<file path="src/rtl/lif_neuron.sv">
`default_nettype none
// ============================================================================
// Module   : lif_neuron
// Purpose  : Clocked leaky integrate-and-fire neuron. Keeps a membrane
//            potential across cycles, adds the weighted sum of active
//            synapses, applies an optional shift-based leak, saturates, and
//            fires a one-cycle registered pulse when the threshold is reached.
//            Supports a refractory period and a first-spike-only mode. The
//            time index of each spike within the current gamma window is
//            recorded.
// Ports    : clk          - clock, rising edge
//            reset        - asynchronous active-high reset
//            gamma_start  - opens a new gamma window (clears potential/time)
//            valid_in     - spikes_in qualifier
//            spikes_in    - one bit per synapse
//            weights      - NUM_INPUTS packed unsigned weights, synapse i at
//                           [i*WBITS +: WBITS]
//            spike_out    - one-cycle spike pulse
//            spike_time   - time index of the most recent spike
//            fired        - sticky: at least one spike in this window
//            potential    - current membrane potential
// Revision : 1.0 - initial release
// ============================================================================
module lif_neuron #(
  parameter int NUM_INPUTS    = 16,
  parameter int WBITS         = 3,
  parameter int POT_BITS      = 8,
  parameter int THRESHOLD     = 20,
  parameter int LEAK_SHIFT    = 0,
  parameter int REFRAC_CYCLES = 2,
  parameter int MODE          = 0,
  parameter int TBITS         = 4
) (
  input  logic                        clk,
  input  logic                        reset,
  input  logic                        gamma_start,
  input  logic                        valid_in,
  input  logic [NUM_INPUTS-1:0]       spikes_in,
  input  logic [NUM_INPUTS*WBITS-1:0] weights,
  output logic                        spike_out,
  output logic [TBITS-1:0]            spike_time,
  output logic                        fired,
  output logic [POT_BITS-1:0]         potential
);

  localparam int SUM_W = WBITS + $clog2(NUM_INPUTS);
  // One extra bit over the wider operand so pot + sum cannot wrap.
  localparam int NW    = ((POT_BITS > SUM_W) ? POT_BITS : SUM_W) + 1;
  localparam int RC_W  = (REFRAC_CYCLES > 0) ? $clog2(REFRAC_CYCLES + 1) : 1;

  localparam logic [POT_BITS-1:0] POT_MAX = {POT_BITS{1'b1}};
  localparam logic [POT_BITS-1:0] THR     = POT_BITS'(THRESHOLD);
  localparam logic [TBITS-1:0]    T_MAX   = {TBITS{1'b1}};

  typedef enum logic [1:0] {
    S_IDLE      = 2'd0,
    S_INTEGRATE = 2'd1,
    S_REFRACT   = 2'd2,
    S_DONE      = 2'd3
  } state_t;

  state_t              state_q;
  logic [POT_BITS-1:0] pot_q;
  logic [TBITS-1:0]    t_q;
  logic [RC_W-1:0]     rc_q;
  logic                spike_q;
  logic [TBITS-1:0]    stime_q;
  logic                fired_q;

  logic [SUM_W-1:0]    sum_w;
  logic                integ_w;
  logic [POT_BITS-1:0] base_w;
  logic [POT_BITS-1:0] leak_w;
  logic [NW-1:0]       wide_w;
  logic [POT_BITS-1:0] sat_w;
  logic                fire_w;
  logic [TBITS-1:0]    tnow_w;
  state_t              post_w;

  always_comb begin
    sum_w = '0;
    if (valid_in) begin
      for (int i = 0; i < NUM_INPUTS; i++) begin
        if (spikes_in[i]) begin
          sum_w = sum_w + SUM_W'(weights[i*WBITS +: WBITS]);
        end
      end
    end

    // gamma_start integrates from a zero potential regardless of state.
    integ_w = gamma_start || (state_q == S_INTEGRATE);
    base_w  = gamma_start ? '0 : pot_q;
    leak_w  = (LEAK_SHIFT != 0 && !gamma_start) ? (pot_q >> LEAK_SHIFT) : '0;
    // leak_w <= base_w always, so the subtraction cannot underflow.
    wide_w  = NW'(base_w) - NW'(leak_w) + NW'(sum_w);
    sat_w   = (wide_w > NW'(POT_MAX)) ? POT_MAX : wide_w[POT_BITS-1:0];
    fire_w  = integ_w && (sat_w >= THR);

    // Time index of the current cycle: a gamma_start cycle is index 0.
    tnow_w  = gamma_start ? '0 : t_q;

    if (MODE == 1) begin
      post_w = S_DONE;
    end else if (REFRAC_CYCLES > 0) begin
      post_w = S_REFRACT;
    end else begin
      post_w = S_INTEGRATE;
    end
  end

  always_ff @(posedge clk or posedge reset) begin
    if (reset) begin
      state_q <= S_IDLE;
      pot_q   <= '0;
      t_q     <= '0;
      rc_q    <= '0;
      spike_q <= 1'b0;
      stime_q <= '0;
      fired_q <= 1'b0;
    end else begin
      spike_q <= fire_w;

      // The window clock only runs once a window has been opened.
      if (gamma_start || state_q != S_IDLE) begin
        t_q <= (tnow_w == T_MAX) ? T_MAX : tnow_w + TBITS'(1);
      end

      if (fire_w) begin
        pot_q   <= '0;
        stime_q <= tnow_w;
        fired_q <= 1'b1;
        state_q <= post_w;
        rc_q    <= RC_W'(REFRAC_CYCLES);
      end else if (gamma_start) begin
        pot_q   <= sat_w;
        stime_q <= '0;
        fired_q <= 1'b0;
        state_q <= S_INTEGRATE;
        rc_q    <= '0;
      end else begin
        case (state_q)
          S_INTEGRATE: begin
            pot_q <= sat_w;
          end
          S_REFRACT: begin
            pot_q <= '0;
            // Last refractory cycle: integrate again on the next one.
            if (rc_q <= RC_W'(1)) begin
              state_q <= S_INTEGRATE;
              rc_q    <= '0;
            end else begin
              rc_q <= rc_q - RC_W'(1);
            end
          end
          default: begin
            pot_q <= '0;
          end
        endcase
      end
    end
  end

  assign spike_out  = spike_q;
  assign spike_time = stime_q;
  assign fired      = fired_q;
  assign potential  = pot_q;

endmodule
`default_nettype wire

</file>
<file path="config.mk">
export PLATFORM = sky130hd
export DESIGN_NAME = lif_neuron
export DESIGN_NICKNAME = d
export VERILOG_FILES = /design/src/rtl/lif_neuron.sv
export SDC_FILE = /design/constraint.sdc
export NUM_CORES = 1
export LEC_CHECK = 0
export ABC_AREA = 1
export CAP_MARGIN = 20
export CORE_UTILIZATION = 35
export DETAILED_ROUTE_END_ITERATION = 6
export PLACE_DENSITY = 0.6
export RECOVER_POWER = 50
export REMOVE_ABC_BUFFERS = 1
export SETUP_SLACK_MARGIN = 0.1
export SLEW_MARGIN = 20
export SYNTH_ARGS = -nofsm -noshare
export SYNTH_HDL_FRONTEND = slang
export SYNTH_SLANG_ARGS = --single-unit
export TNS_END_PERCENT = 1
</file>
<file path="constraint.sdc">
create_clock -name clk -period 4.1 [get_ports clk]
set_input_delay 0.41 -clock clk [delete_from_list [all_inputs] [get_ports clk]]
set_output_delay 0.41 -clock clk [all_outputs]
set_load 0.05 [all_outputs]
</file>
=== Word-level counts from Yosys, hierarchy flattened ===
Cells that the tools add are included.

* Add/subtract/negate cells: 18
* Order comparisons: 3
* Equal/unequal tests: 3
* Multiplexer cells: 51
* Reduce and logical (&&, ||, !) cells: 8

{| class="wikitable"
|+ Operators by type and width
! cell !! count
|-
| 7-bit 2-to-1 mux || 31
|-
| 7-bit by 3-bit adder with 7-bit output || 15
|-
| 8-bit 2-to-1 mux || 5
|-
| 2-bit 2-to-1 mux || 8
|-
| 4-bit 2-to-1 mux || 4
|-
| 8-bit by 7-bit adder with 9-bit output || 1
|-
| 9-bit by 8-bit > comparator with 1-bit output, second input constant || 1
|-
| 8-bit by 5-bit >= comparator with 1-bit output, second input constant || 1
|-
| 3-bit nonzero test || 2
|-
| 4-bit by 1-bit adder with 4-bit output, second input constant || 1
|-
| 4-bit equality test, second input constant || 1
|-
| 2-bit nonzero test || 2
|-
| 3-bit 2-to-1 mux || 1
|-
| 2-bit by 1-bit equality test with 1-bit output, second input constant || 1
|-
| 2-bit equality test, second input constant || 1
|-
| 2-bit by 1-bit less-or-equal comparator with 1-bit output, second input constant || 1
|-
| 1-bit logical OR || 2
|-
| 1-bit 2-to-1 mux || 2
|-
| 2-bit AND reduction || 1
|-
| 2-bit by 1-bit subtractor with 2-bit output, second input constant || 1
|-
| 1-bit logical AND || 1
|}

* Flip-flop bits (word level): 22
* Bits of input ports: 68
* Output and inout port bits: 14
* Word-level logic and storage cells: 90

=== Longest topological paths before layout ===
Gate-level depths: netlist of run 1.

* Depth after elaboration: 54
* Depth in mapped cells: 101
* Depth with buffers taken out: 101

=== Worst setup path before layout of run 1 ===
No wires, ideal clock.

* Path type: input-to-reg
* Start point: in weights[0]
* End point: reg state_q[0]
* Library setup time: 126 ps
* Arrival: 13810 ps
* Data required time: 3974 ps
* Setup slack: -9837 ps
* Stages on the path: 71
* Path buffers: 0
* Cell sequence: nand2_1 inv_1 ha_1 inv_1 fa_1 o21ai_2 inv_1 fa_1 o21ai_2 inv_1 fa_1 o21ai_2 inv_1 fa_1 o21ai_2 inv_1 fa_1 o21ai_2 [... 35 more ...] ha_1 inv_1 o21ai_1 a21oi_1 nor2_1 o21ai_1 inv_1 a21oi_1 a22o_1 o211ai_1 nand2_1 inv_1 nor2_1 inv_1 a21oi_1 nor2_1 nand2_1 o21ai_0

* Longest elaborated chain between the ends: 54
* Elaborated cells on any way between the ends: 56
* Those cells by class: 16 x add/sub; 2 x order compare; 34 x mux; 4 x reduce/logical

{| class="wikitable"
|+ RTL lines
! item !! RTL line !! RTL
|-
| start, declared || 39 || <nowiki>input logic [NUM_INPUTS*WBITS-1:0] weights,</nowiki>
|-
| 3-bit 2-to-1 mux (*) || 84 || <nowiki>if (spikes_in[i]) begin</nowiki>
|-
| 7-bit 2-to-1 mux (*) || 82 || <nowiki>if (valid_in) begin</nowiki>
|-
| 7-bit by 3-bit adder with 7-bit output || 85 || <nowiki>sum_w = sum_w + SUM_W'(weights[i*WBITS +: WBITS]);</nowiki>
|-
| 7-bit 2-to-1 mux (*) || 84 ||
|-
| 7-bit 2-to-1 mux (*) || 82 ||
|-
| 7-bit by 3-bit adder with 7-bit output || 85 ||
|-
| 7-bit 2-to-1 mux (*) || 84 ||
|-
| 7-bit 2-to-1 mux (*) || 82 ||
|-
| [... 39 more ...] || -- ||
|-
| 8-bit by 7-bit adder with 9-bit output (*) || 95 || <nowiki>wide_w = NW'(base_w) - NW'(leak_w) + NW'(sum_w);</nowiki>
|-
| 9-bit by 8-bit > comparator with 1-bit output || 96 || <nowiki>sat_w = (wide_w > NW'(POT_MAX)) ? POT_MAX : wide_w[POT_BITS-1:0];</nowiki>
|-
| 8-bit 2-to-1 mux (*) || 96 ||
|-
| 8-bit by 5-bit >= comparator with 1-bit output (*) || 97 || <nowiki>fire_w = integ_w && (sat_w >= THR);</nowiki>
|-
| 1-bit logical AND (*) || 97 ||
|-
| via fire_w || 76 || <nowiki>logic fire_w;</nowiki>
|-
| 3-bit nonzero test (no line) || -- ||
|-
| 2-bit AND reduction (no line) || -- ||
|-
| end signal, assigned || 132 || <nowiki>state_q <= post_w;</nowiki>
|-
| end, declared || 62 || <nowiki>state_t state_q;</nowiki>
|}

Mark *: on every way through the listed nets, which the timed path passes. The rest lies on a longest branch. The select of a mux whose other input is x is not followed.
A chain may end at the register's enable or synchronous reset.

=== Worst setup path after layout of run 1 ===
* Start point: in spikes_in[0]
* End point: reg pot_q[3] (netlist: potential[3])

* Longest elaborated chain between the ends: 53
* Elaborated cells on any way between the ends: 55
* Those cells by class: 16 x add/sub; 2 x order compare; 36 x mux; 1 x reduce/logical

{| class="wikitable"
|+ RTL lines
! item !! RTL line !! RTL
|-
| start, declared || 38 || <nowiki>input logic [NUM_INPUTS-1:0] spikes_in,</nowiki>
|-
| 3-bit 2-to-1 mux (*) || 84 ||
|-
| 7-bit 2-to-1 mux (*) || 82 ||
|-
| 7-bit by 3-bit adder with 7-bit output || 85 ||
|-
| 7-bit 2-to-1 mux (*) || 84 ||
|-
| 7-bit 2-to-1 mux (*) || 82 ||
|-
| 7-bit by 3-bit adder with 7-bit output || 85 ||
|-
| 7-bit 2-to-1 mux (*) || 84 ||
|-
| 7-bit 2-to-1 mux (*) || 82 ||
|-
| [... 37 more ...] || -- ||
|-
| 7-bit 2-to-1 mux (*) || 84 ||
|-
| 7-bit 2-to-1 mux (*) || 82 ||
|-
| 8-bit by 7-bit adder with 9-bit output (*) || 95 ||
|-
| 9-bit by 8-bit > comparator with 1-bit output || 96 ||
|-
| 8-bit 2-to-1 mux (*) || 96 ||
|-
| 8-bit by 5-bit >= comparator with 1-bit output or 8-bit 2-to-1 mux (tied branches) || 97, 141 ||
|-
| 1-bit logical AND or 8-bit 2-to-1 mux (tied branches) || 97, 134 ||
|-
| 8-bit 2-to-1 mux (*) || 128 || <nowiki>if (fire_w) begin</nowiki>
|-
| end signal, assigned || 135 || <nowiki>pot_q <= sat_w;</nowiki>
|-
| end signal, assigned || 143 || <nowiki>pot_q <= sat_w;</nowiki>
|-
| end, declared || 63 || <nowiki>logic [POT_BITS-1:0] pot_q;</nowiki>
|}

Mark *: on every way between the ends. The rest lies on a longest branch, timed or not. The select of a mux whose other input is x is not followed.

==> metrics.txt, run 1 <==
# TYPE chip_impl_metric gauge
chip_impl_info{name="outcome",value="finished with violations"} 1
chip_impl_info{name="violated_checks",value="setup timing"} 1
chip_impl_metric{name="timing.final.ws_setup",unit="ns"} -8.88
chip_impl_metric{name="p_leak",unit="uW"} 0.00413
chip_impl_info{name="dominantRegCellSynth",value="dfrtp_1"} 1
chip_impl_metric{name="buffer_ports.inserted",unit=""} 81
chip_impl_metric{name="library_cells_used_by_synthesis",unit=""} 36
chip_impl_metric{name="mean_area_per_synthesized_cell",unit="um^2"} 6.30
chip_impl_metric{name="yosysWarnings",unit=""} 0
chip_impl_metric{name="count_of_endpoints_failing_setup_in_the_final_report",unit=""} 15
chip_impl_metric{name="finalMaxSlewViolations",unit=""} 0
chip_impl_metric{name="grt_total_ovfl",unit=""} 0
chip_impl_metric{name="data_arrival_at_the_endpoint_of_the_critical_path",unit="ns"} 13.16
chip_impl_metric{name="numClockSinks",unit=""} 22
chip_impl_metric{name="syn2layout_area_growth",unit="%"} 59.4
chip_impl_info{name="worstSetupPathType",value="input pin to flip-flop"} 1
chip_impl_info{name="tritoncts",value="done"} 1
chip_impl_metric{name="ir_drop",unit="mV"} 0.328
chip_impl_info{name="timing.hold.worst.class",value="flip-flop to flip-flop"} 1
chip_impl_metric{name="finalWirelength",unit="um"} 10800
chip_impl_metric{name="wire_length_of_the_first_global_routing_pass",unit="um"} 19400
chip_impl_metric{name="drt_iter0_drc",unit=""} 158
chip_impl_metric{name="final_hold_viol_count",unit=""} 0
chip_impl_metric{name="die_area",unit="um^2"} 14200
chip_impl_metric{name="tritoncts_buffer_count",unit=""} 3
chip_impl_info{name="grt_setup_unrepaired",value="yes"} 1
chip_impl_metric{name="multi_input_logic_area",unit="um^2"} 3800
chip_impl_metric{name="floorplan.io_pins",unit=""} 82
chip_impl_metric{name="async_reset_ff_share",unit="%"} 100
chip_impl_metric{name="finalCritPeriodShare",unit="%"} 316
chip_impl_metric{name="number_of_global_route_vias_before_repair",unit=""} 5070
chip_impl_metric{name="yosysSeqAreaShare",unit="%"} 11.5
chip_impl_metric{name="fraction_of_layout_instances_using_a_drive_strength_above_1",unit="%"} 35.2
chip_impl_metric{name="setup_total_negative_slack",unit="ns"} -130.38
chip_impl_metric{name="required",unit="ns"} 4.28
chip_impl_metric{name="track_usage",unit="%"} 15.5
chip_impl_metric{name="clk_pin_slew",unit="ns"} 0.06
chip_impl_info{name="critPathSlowestCell",value="fa_2"} 1
chip_impl_metric{name="num-nets-final",unit=""} 1189
chip_impl_info{name="cp-end-kind",value="flip-flop"} 1
chip_impl_info{name="cts_root_buffer",value="clkbuf_16"} 1
chip_impl_metric{name="layout.filler_cells",unit=""} 1271
chip_impl_metric{name="post_synth_inst_count",unit=""} 762
chip_impl_metric{name="n_antenna_cell",unit=""} 0
chip_impl_metric{name="number_of_enable_flip_flop_cells_after_synthesis",unit=""} 0
chip_impl_metric{name="floorplan.die.width",unit="um"} 119
chip_impl_metric{name="clock_latency",unit="ns"} 0.25
chip_impl_metric{name="max_freq",unit="GHz"} 0.0771
chip_impl_metric{name="fp.coreArea",unit="um^2"} 13300
chip_impl_metric{name="clock_path_buffers",unit=""} 2
chip_impl_metric{name="max_cap_viol_count",unit=""} 0
chip_impl_metric{name="initial_utilization",unit="%"} 36.1
chip_impl_metric{name="cp_max_fo",unit=""} 3
chip_impl_metric{name="drt_pre_antenna_iters",unit=""} 4
chip_impl_metric{name="sequential_cell_area",unit="um^2"} 551
chip_impl_metric{name="wl_per_cell",unit="um"} 8.77
chip_impl_metric{name="clock_tree.htree_level_count",unit=""} 1
chip_impl_metric{name="fin_total_pwr",unit="uW"} 3390
chip_impl_metric{name="slew_headroom",unit="%"} 45.2
chip_impl_metric{name="dp.final_hpwl",unit="um"} 8820
chip_impl_metric{name="clock_skew",unit="ns"} 0.00208
chip_impl_metric{name="via_count",unit=""} 5299
chip_impl_metric{name="timing_worst_slew_pin_value",unit="ns"} 0.822
chip_impl_metric{name="critical_path.max_stage_delay",unit="ns"} 0.53
chip_impl_metric{name="rows",unit=""} 42
chip_impl_metric{name="avgViaCountPerCell",unit=""} 4.32
chip_impl_metric{name="post_synthesis_instance_area",unit="um^2"} 4800
chip_impl_metric{name="detail_route.drc_violations",unit=""} 0
chip_impl_metric{name="die_y",unit="um"} 119
chip_impl_metric{name="largest_net_degree_at_the_start_of_global_routing",unit=""} 23
chip_impl_metric{name="drt.antenna.violating_nets",unit=""} 0
chip_impl_metric{name="antenna_found_initial",unit=""} 0
chip_impl_metric{name="gp_congestion",unit=""} 0.804
chip_impl_metric{name="synth.ff_latch_count",unit=""} 22
chip_impl_info{name="setup.worst_path.start_class",value="input pin"} 1
chip_impl_metric{name="min_period",unit="ns"} 12.98
chip_impl_metric{name="powerDensity",unit="nW/um^2"} 443
## Yosys cell counts (2+ instances only)
cell type  number  area [um^2]
nand3_4         5         87.6
nor2_2          6         37.5
a31oi_1        10         62.6
nor2_1         89          334
or2_2           7         43.8
o21ai_2        13          114
nand3_2        18          180
ha_1           53          663
o21ai_1        11         55.1
clkinv_1        2         7.51
nand2_2        29          181
nand2_1       155          582
inv_2          12         45.0
a22o_1          2         17.5
nand2_4        13          146
fa_1           16          320
o211ai_1        3         22.5
xor2_1          3         26.3
nand3_1        45          225
dfrtp_1        22          551
nor2_4          3         33.8
nand3b_1        4         30.0
o21bai_1        2         15.0
o21ai_0        32          160
inv_1         159          597
a21oi_1        38          190
## flip-flops by register name, summed over array words and instances, names as in the netlist
signal and flops:
spike_time 4, fired 1, rc_q 2, spike_out 1, t_q 4, state_q 2, potential 8
## final timing paths
path,slack (ns),startpoint,endpoint,cells past startpoint
worst max register to register,1.01,potential[0],state_q[0],23
worst max-delay path,-8.88,spikes_in[0],potential[3],72
min in group asynchronous,0.75,reset,potential[3],2
worst min register to register,0.49,spike_time[0],spike_time[0],2
worst min-delay path,0.49,spike_time[0],spike_time[0],2
max in group asynchronous,2.84,reset,t_q[1],2
## stage by stage
stage | hold slack, ns | instances | setup slack [ns] | util, % | area [um^2]
CTS | 0.494 | 1221 | -9.31 | 56.4 | 7500
global route | 0.516 | 1227 | -9.66 | 57.5 | 7650
detailed placement | 0.478 | 1195 | -10.37 | 53.7 | 7150
floorplan | 0.399 | 763 | -9.84 | - | 4800
finish | 0.494 | 1227 | -8.88 | 57.5 | 7650
global placement | 0.474 | 1195 | -10.11 | 53.7 | 7150
## critical path: cells and delay by family
kind	cells	cell delay [ns]
AOI/OAI and AO/OA	20	2.39
adders and majority gates	17	7.02
buffers and inverters	28	2.34
and+or+nand+nor	7	0.99
## placed cells by master, fill, tap and decap left out, types with 2 or more instances in the layout
master / netlist / layout
ha_4: 0 / 3
nor2_1: 89 / 80
fa_1: 16 / 14
clkinv_1: 2 / 2
nor2_4: 3 / 4
a22o_1: 2 / 2
clkdlybuf4s50_1: 0 / 75
o21bai_1: 2 / 2
o211ai_1: 3 / 3
ha_1: 53 / 49
nand3_2: 18 / 21
conb_1: 1 / 3
nand2_2: 29 / 31
inv_1: 159 / 144
o21ai_0: 32 / 24
nor3_2: 1 / 2
buf_4: 0 / 200
nand2_4: 13 / 15
a21oi_1: 38 / 31
dlygate4sd2_1: 0 / 2
or2_4: 0 / 2
clkbuf_16: 0 / 3
nand3_1: 45 / 42
nand3_4: 5 / 5
xor2_1: 3 / 3
a31oi_1: 10 / 9
fa_2: 0 / 2
o21ai_1: 11 / 13
buf_6: 0 / 5
or2_2: 7 / 5
inv_2: 12 / 26
a21oi_2: 0 / 6
nand3b_1: 4 / 4
o21ai_2: 13 / 19
nor2_2: 6 / 14
dfrtp_1: 22 / 22
nand2_1: 155 / 151
## metal layers
layer	GRT usage, %	vias to the layer above	wire [um]	part of all wire [%]
met1	19.6	2277	5280	49
met2	29.6	48	5260	49
met4	0.949	0	14	0.13
met3	1.29	2	205	1.9
met5	0	-	0	0
li1	-	2972	-	-
## what timing repair did
item | CTS | global route
gates resized for setup | 47 | 41
setup buffers | 22 | 6
hold buffers | 0 | 0
pin swaps | 49 | 34
endpoints found under the setup margin | 15 | 15
hold endpoints to repair | 0 | 0
## logic make-up (layout without fill, tap and decap cells)
| logic type | count (synthesis) | in the layout | synth area share [%] |
|---|---|---|---|
| AOI/OAI and AO/OA | 115 | 115 | 13.9 |
| xor gates and xnor gates | 4 | 4 | 0.730 |
| adders and majority gates | 69 | 69 | 20.5 |
| buffers and inverters | 174 | 461 | 13.6 |
| DFF | 22 | 22 | 11.5 |
| other | 1 | 3 | 0.0782 |
| and+or+nand+nor | 377 | 377 | 39.7 |
## power by group
group | total, uW | leakage (uW) | switching [uW] | internal (uW)
Sequential | 331 | 0.000280 | 39.5 | 291
Combinational | 2830 | 0.00380 | 1460 | 1380
Clock | 226 | 0.0000442 | 77.3 | 149
## final cells by class
| type | count | area share, % |
|---|---|---|
| Timing Repair Buffer | 284 | 30.6 |
| Multi-Input combinational cell | 568 | 49.6 |
| Inverter | 173 | 8.52 |
| Tap cell | 176 | 2.88 |
| Sequential cell | 22 | 7.20 |
| Clock buffer | 4 | 1.16 |
Power figures use the tool's default switching activity.
==> inputs of run 2 (changes only) <==
--- a/config.mk
+++ b/config.mk
@@ -5,14 +5,13 @@
 export SDC_FILE = /design/constraint.sdc
 export NUM_CORES = 1
 export LEC_CHECK = 0
-export ABC_AREA = 1
 export CAP_MARGIN = 20
+export CORE_MARGIN = 8
 export CORE_UTILIZATION = 35
 export DETAILED_ROUTE_END_ITERATION = 6
 export PLACE_DENSITY = 0.6
 export RECOVER_POWER = 50
 export REMOVE_ABC_BUFFERS = 1
-export SETUP_SLACK_MARGIN = 0.1
 export SLEW_MARGIN = 20
 export SYNTH_ARGS = -nofsm -noshare
 export SYNTH_HDL_FRONTEND = slang
==> run 2 against run 1 <==
Net effect: the run still ends with setup timing left; maximum frequency fell by 2.0%; combinational power rose by 77%; die area rose by 24%; critical path type unchanged; largest power group unchanged.
==> metrics.txt, run 2 <==
# TYPE chip_impl_metric gauge
chip_impl_metric{name="post-synth-top-area-fraction",unit="%"} 13.9
chip_impl_metric{name="floorplan.io_pins",unit=""} 82
chip_impl_metric{name="max_cap_viol_count",unit=""} 0
chip_impl_metric{name="clock_skew",unit="ns"} 0.00621
chip_impl_metric{name="finalCritPeriodShare",unit="%"} 323
chip_impl_metric{name="buffer_ports.inserted",unit=""} 81
chip_impl_info{name="synth_area_leader_cell",value="ha_1"} 1
chip_impl_metric{name="rows",unit=""} 42
chip_impl_metric{name="min_period",unit="ns"} 13.24
chip_impl_metric{name="die_area",unit="um^2"} 17600
chip_impl_metric{name="drt_iter0_drc",unit=""} 212
chip_impl_metric{name="fin_cells",unit=""} 1048
chip_impl_metric{name="number_of_enable_flip_flop_cells_after_synthesis",unit=""} 0
chip_impl_metric{name="largest_net_degree_at_the_start_of_global_routing",unit=""} 23
chip_impl_metric{name="p_leak",unit="uW"} 0.00357
chip_impl_info{name="grt_setup_unrepaired",value="yes"} 1
chip_impl_metric{name="numClockSinks",unit=""} 22
chip_impl_metric{name="largest_register_ffs",unit=""} 8
chip_impl_info{name="commonest_cells_in_the_synthesized_netlist",value="inv_1, ha_1, nor2_1, o21ai_0, nand2_1"} 1
chip_impl_metric{name="clock_latency",unit="ns"} 0.26
chip_impl_metric{name="tritoncts_buffer_count",unit=""} 3
chip_impl_info{name="setup.worst_path.start_class",value="input pin"} 1
chip_impl_metric{name="number_of_global_route_vias_before_repair",unit=""} 5375
chip_impl_metric{name="finalWirelength",unit="um"} 13100
chip_impl_metric{name="post_synthesis_instance_area",unit="um^2"} 4770
chip_impl_metric{name="post_synth_inst_count",unit=""} 606
chip_impl_metric{name="rr_worst_depth",unit=""} 12
chip_impl_metric{name="clock_path_buffers",unit=""} 2
chip_impl_metric{name="cp_max_fo",unit=""} 5
chip_impl_metric{name="setup_total_negative_slack",unit="ns"} -136.46
chip_impl_metric{name="grt_total_ovfl",unit=""} 0
chip_impl_info{name="outcome",value="finished with violations"} 1
chip_impl_info{name="layout_commonest_cell",value="buf_4"} 1
chip_impl_metric{name="syn2layout_area_growth",unit="%"} 59.5
chip_impl_metric{name="critical_path.max_stage_delay",unit="ns"} 0.51
chip_impl_info{name="regToRegStartpoint",value="potential[0]"} 1
chip_impl_metric{name="antenna_found_initial",unit=""} 0
chip_impl_metric{name="gp_congestion",unit=""} 0.862
chip_impl_metric{name="drt_pre_antenna_iters",unit=""} 4
chip_impl_metric{name="layout.filler_cells",unit=""} 1196
chip_impl_metric{name="fp.coreArea",unit="um^2"} 13300
chip_impl_metric{name="holdBufCountCts",unit=""} 0
chip_impl_metric{name="drt.antenna.violating_nets",unit=""} 0
chip_impl_metric{name="powerDensity",unit="nW/um^2"} 741
chip_impl_info{name="worstSetupPathType",value="input pin to flip-flop"} 1
chip_impl_metric{name="dp.final_hpwl",unit="um"} 10700
chip_impl_metric{name="hold_depth",unit=""} 1
chip_impl_info{name="synthMostInstantiatedCell",value="inv_1"} 1
chip_impl_info{name="cp-end-kind",value="flip-flop"} 1
chip_impl_metric{name="synth.ff_latch_count",unit=""} 22
chip_impl_metric{name="via_count",unit=""} 5117
chip_impl_metric{name="fraction_of_layout_instances_using_a_drive_strength_above_1",unit="%"} 35.3
chip_impl_metric{name="track_usage",unit="%"} 14.7
chip_impl_metric{name="clock_tree.htree_level_count",unit=""} 1
chip_impl_metric{name="mean_area_per_synthesized_cell",unit="um^2"} 7.88
chip_impl_info{name="launching_instance_or_port_of_the_critical_path",value="weights[3]"} 1
chip_impl_metric{name="n_antenna_cell",unit=""} 0
chip_impl_metric{name="num-nets-final",unit=""} 1010
chip_impl_metric{name="die_y",unit="um"} 133
chip_impl_metric{name="initial_utilization",unit="%"} 35.9
chip_impl_metric{name="crit_path_cell_count",unit=""} 72
chip_impl_metric{name="clk_pin_slew",unit="ns"} 0.06
chip_impl_info{name="critPathSlowestCell",value="fa_1"} 1
chip_impl_info{name="violated_checks",value="setup timing"} 1
chip_impl_metric{name="detailedPlace.worstSlack",unit="ns"} -10.92
chip_impl_metric{name="timing_worst_slew_pin_value",unit="ns"} 0.850
chip_impl_info{name="cts_root_buffer",value="clkbuf_16"} 1
chip_impl_metric{name="yosysSeqAreaShare",unit="%"} 11.5
chip_impl_metric{name="floorplan.die.width",unit="um"} 133
chip_impl_metric{name="required",unit="ns"} 4.28
chip_impl_info{name="timing.critical_path.max_delay_family",value="adder cells"} 1
chip_impl_info{name="tritoncts",value="done"} 1
chip_impl_info{name="mostFrequentLayoutCells",value="buf_4, clkdlybuf4s50_1, inv_1, nor2_1, ha_1"} 1
chip_impl_metric{name="finalMaxSlewViolations",unit=""} 0
chip_impl_info{name="worst_hold_startpoint",value="fired"} 1
chip_impl_metric{name="count_of_endpoints_failing_setup_in_the_final_report",unit=""} 15
chip_impl_info{name="critPathMostFrequentCell",value="fa_2"} 1
chip_impl_metric{name="max_freq",unit="GHz"} 0.0755
chip_impl_metric{name="data_arrival_at_the_endpoint_of_the_critical_path",unit="ns"} 13.42
chip_impl_metric{name="ir_drop",unit="mV"} 0.458
chip_impl_metric{name="wl_per_cell",unit="um"} 12.5
chip_impl_metric{name="yosysWarnings",unit=""} 0
chip_impl_metric{name="slew_headroom",unit="%"} 43.3
chip_impl_metric{name="avgViaCountPerCell",unit=""} 4.88
chip_impl_info{name="dominantRegCellSynth",value="dfrtp_1"} 1
chip_impl_info{name="timing.hold.worst.class",value="flip-flop to flip-flop"} 1
chip_impl_info{name="netlist_top_cells_area",value="ha_1, dfrtp_1, fa_1"} 1
chip_impl_metric{name="critPathBufInv",unit=""} 12
chip_impl_metric{name="wire_length_of_the_first_global_routing_pass",unit="um"} 23100
chip_impl_metric{name="timing.final.ws_setup",unit="ns"} -9.14
chip_impl_metric{name="detail_route.drc_violations",unit=""} 0
chip_impl_metric{name="final_hold_viol_count",unit=""} 0
chip_impl_metric{name="placedCellCount",unit=""} 1010
chip_impl_metric{name="library_cells_used_by_synthesis",unit=""} 71
chip_impl_metric{name="async_reset_ff_share",unit="%"} 100
==> run 2: cell count changes after synthesis, sizes merged, moves of 20 or more <==
cell / before / now
xnor2: 1 / 29
nor2b: 0 / 41
nand3: 68 / 9
nor2: 98 / 52
nand2: 197 / 46
inv: 171 / 62
mux2i: 0 / 20
==> run 2: repair_timing <==
action,in CTS,in global routing
pin swaps,58,11
resized for setup,95,10
setup endpoints to repair,15,15
buffers inserted,31,3
==> run 2: layout make-up <==
type	instances	area, um^2	area share (%)
Multi-Input combinational cell	511	4250	55.8
Sequential cell	22	551	7.23
Inverter	62	233	3.06
Clock inverter	1	30.0	0.394
Timing Repair Buffer	273	2260	29.7
Tap cell	176	220	2.89
Clock buffer	3	75.1	0.986
==> run 2: where the power goes <==
part | internal, uW | total (uW) | switching (uW) | leakage [uW]
combinational | 2710 | 5020 | 2310 | 0.00323
clock | 194 | 273 | 78.7 | 0.0000511
sequential | 289 | 354 | 64.4 | 0.000280
==> run 2: path summary, 6_finish.rpt <==
kind                                 to  slack, ns
setup / recovery           potential[0]      -9.14
hold / removal                    fired       0.49
setup reg to reg           potential[0]       1.55
hold reg to reg                   fired       0.49
max in group asynchronous  potential[1]       2.81
min in group asynchronous  potential[6]       0.76
==> run 2: cells by family (layout without fill, tap and decap cells) <==
family,after synthesis,count (layout),share of synthesized area [%]
simple gates,189,189,20.2
compound gates,173,173,23.1
buf+inv,75,339,6.47
fa+ha+maj,71,71,21.0
xor+xnor,43,43,10.6
mux,32,32,7.02
flops,22,22,11.5
other cells,1,3,0.0785
==> run 2: through the flow <==
step	cell area, um^2	utilization (%)	hold WS, ns	total power, uW
2_1_floorplan	4710	-	0.399	3230
3_3_place_gp	6920	52.1	0.485	4580
3_5_place_dp	6920	52.1	0.474	4710
6_report	7610	57.3	0.493	5650
4_1_cts	7560	56.9	0.493	5570
5_1_grt	7610	57.3	0.528	6200
==> run 2: worst reg2reg max path, cell delays in order (launching register included) <==
cell      delay [ns]
dfrtp_1         0.37
nor2b_1         0.13
ha_1            0.21
fa_1            0.46
a21o_1          0.19
a21oi_2         0.18
xor2_1          0.20
a21oi_1         0.08
nor2_2          0.13
buf_4           0.13
buf_6           0.08
o211ai_1        0.15
a21oi_1         0.17
==> run 2: metal layers <==
metal  vias to the layer above  track usage, %  share of wire, %
met1                      2393            17.1                44
li1                       2657               -                 -
met4                         0            1.83              0.61
met2                        58            28.5                52
met3                         9            1.63               2.8
met5                         -               0                 0
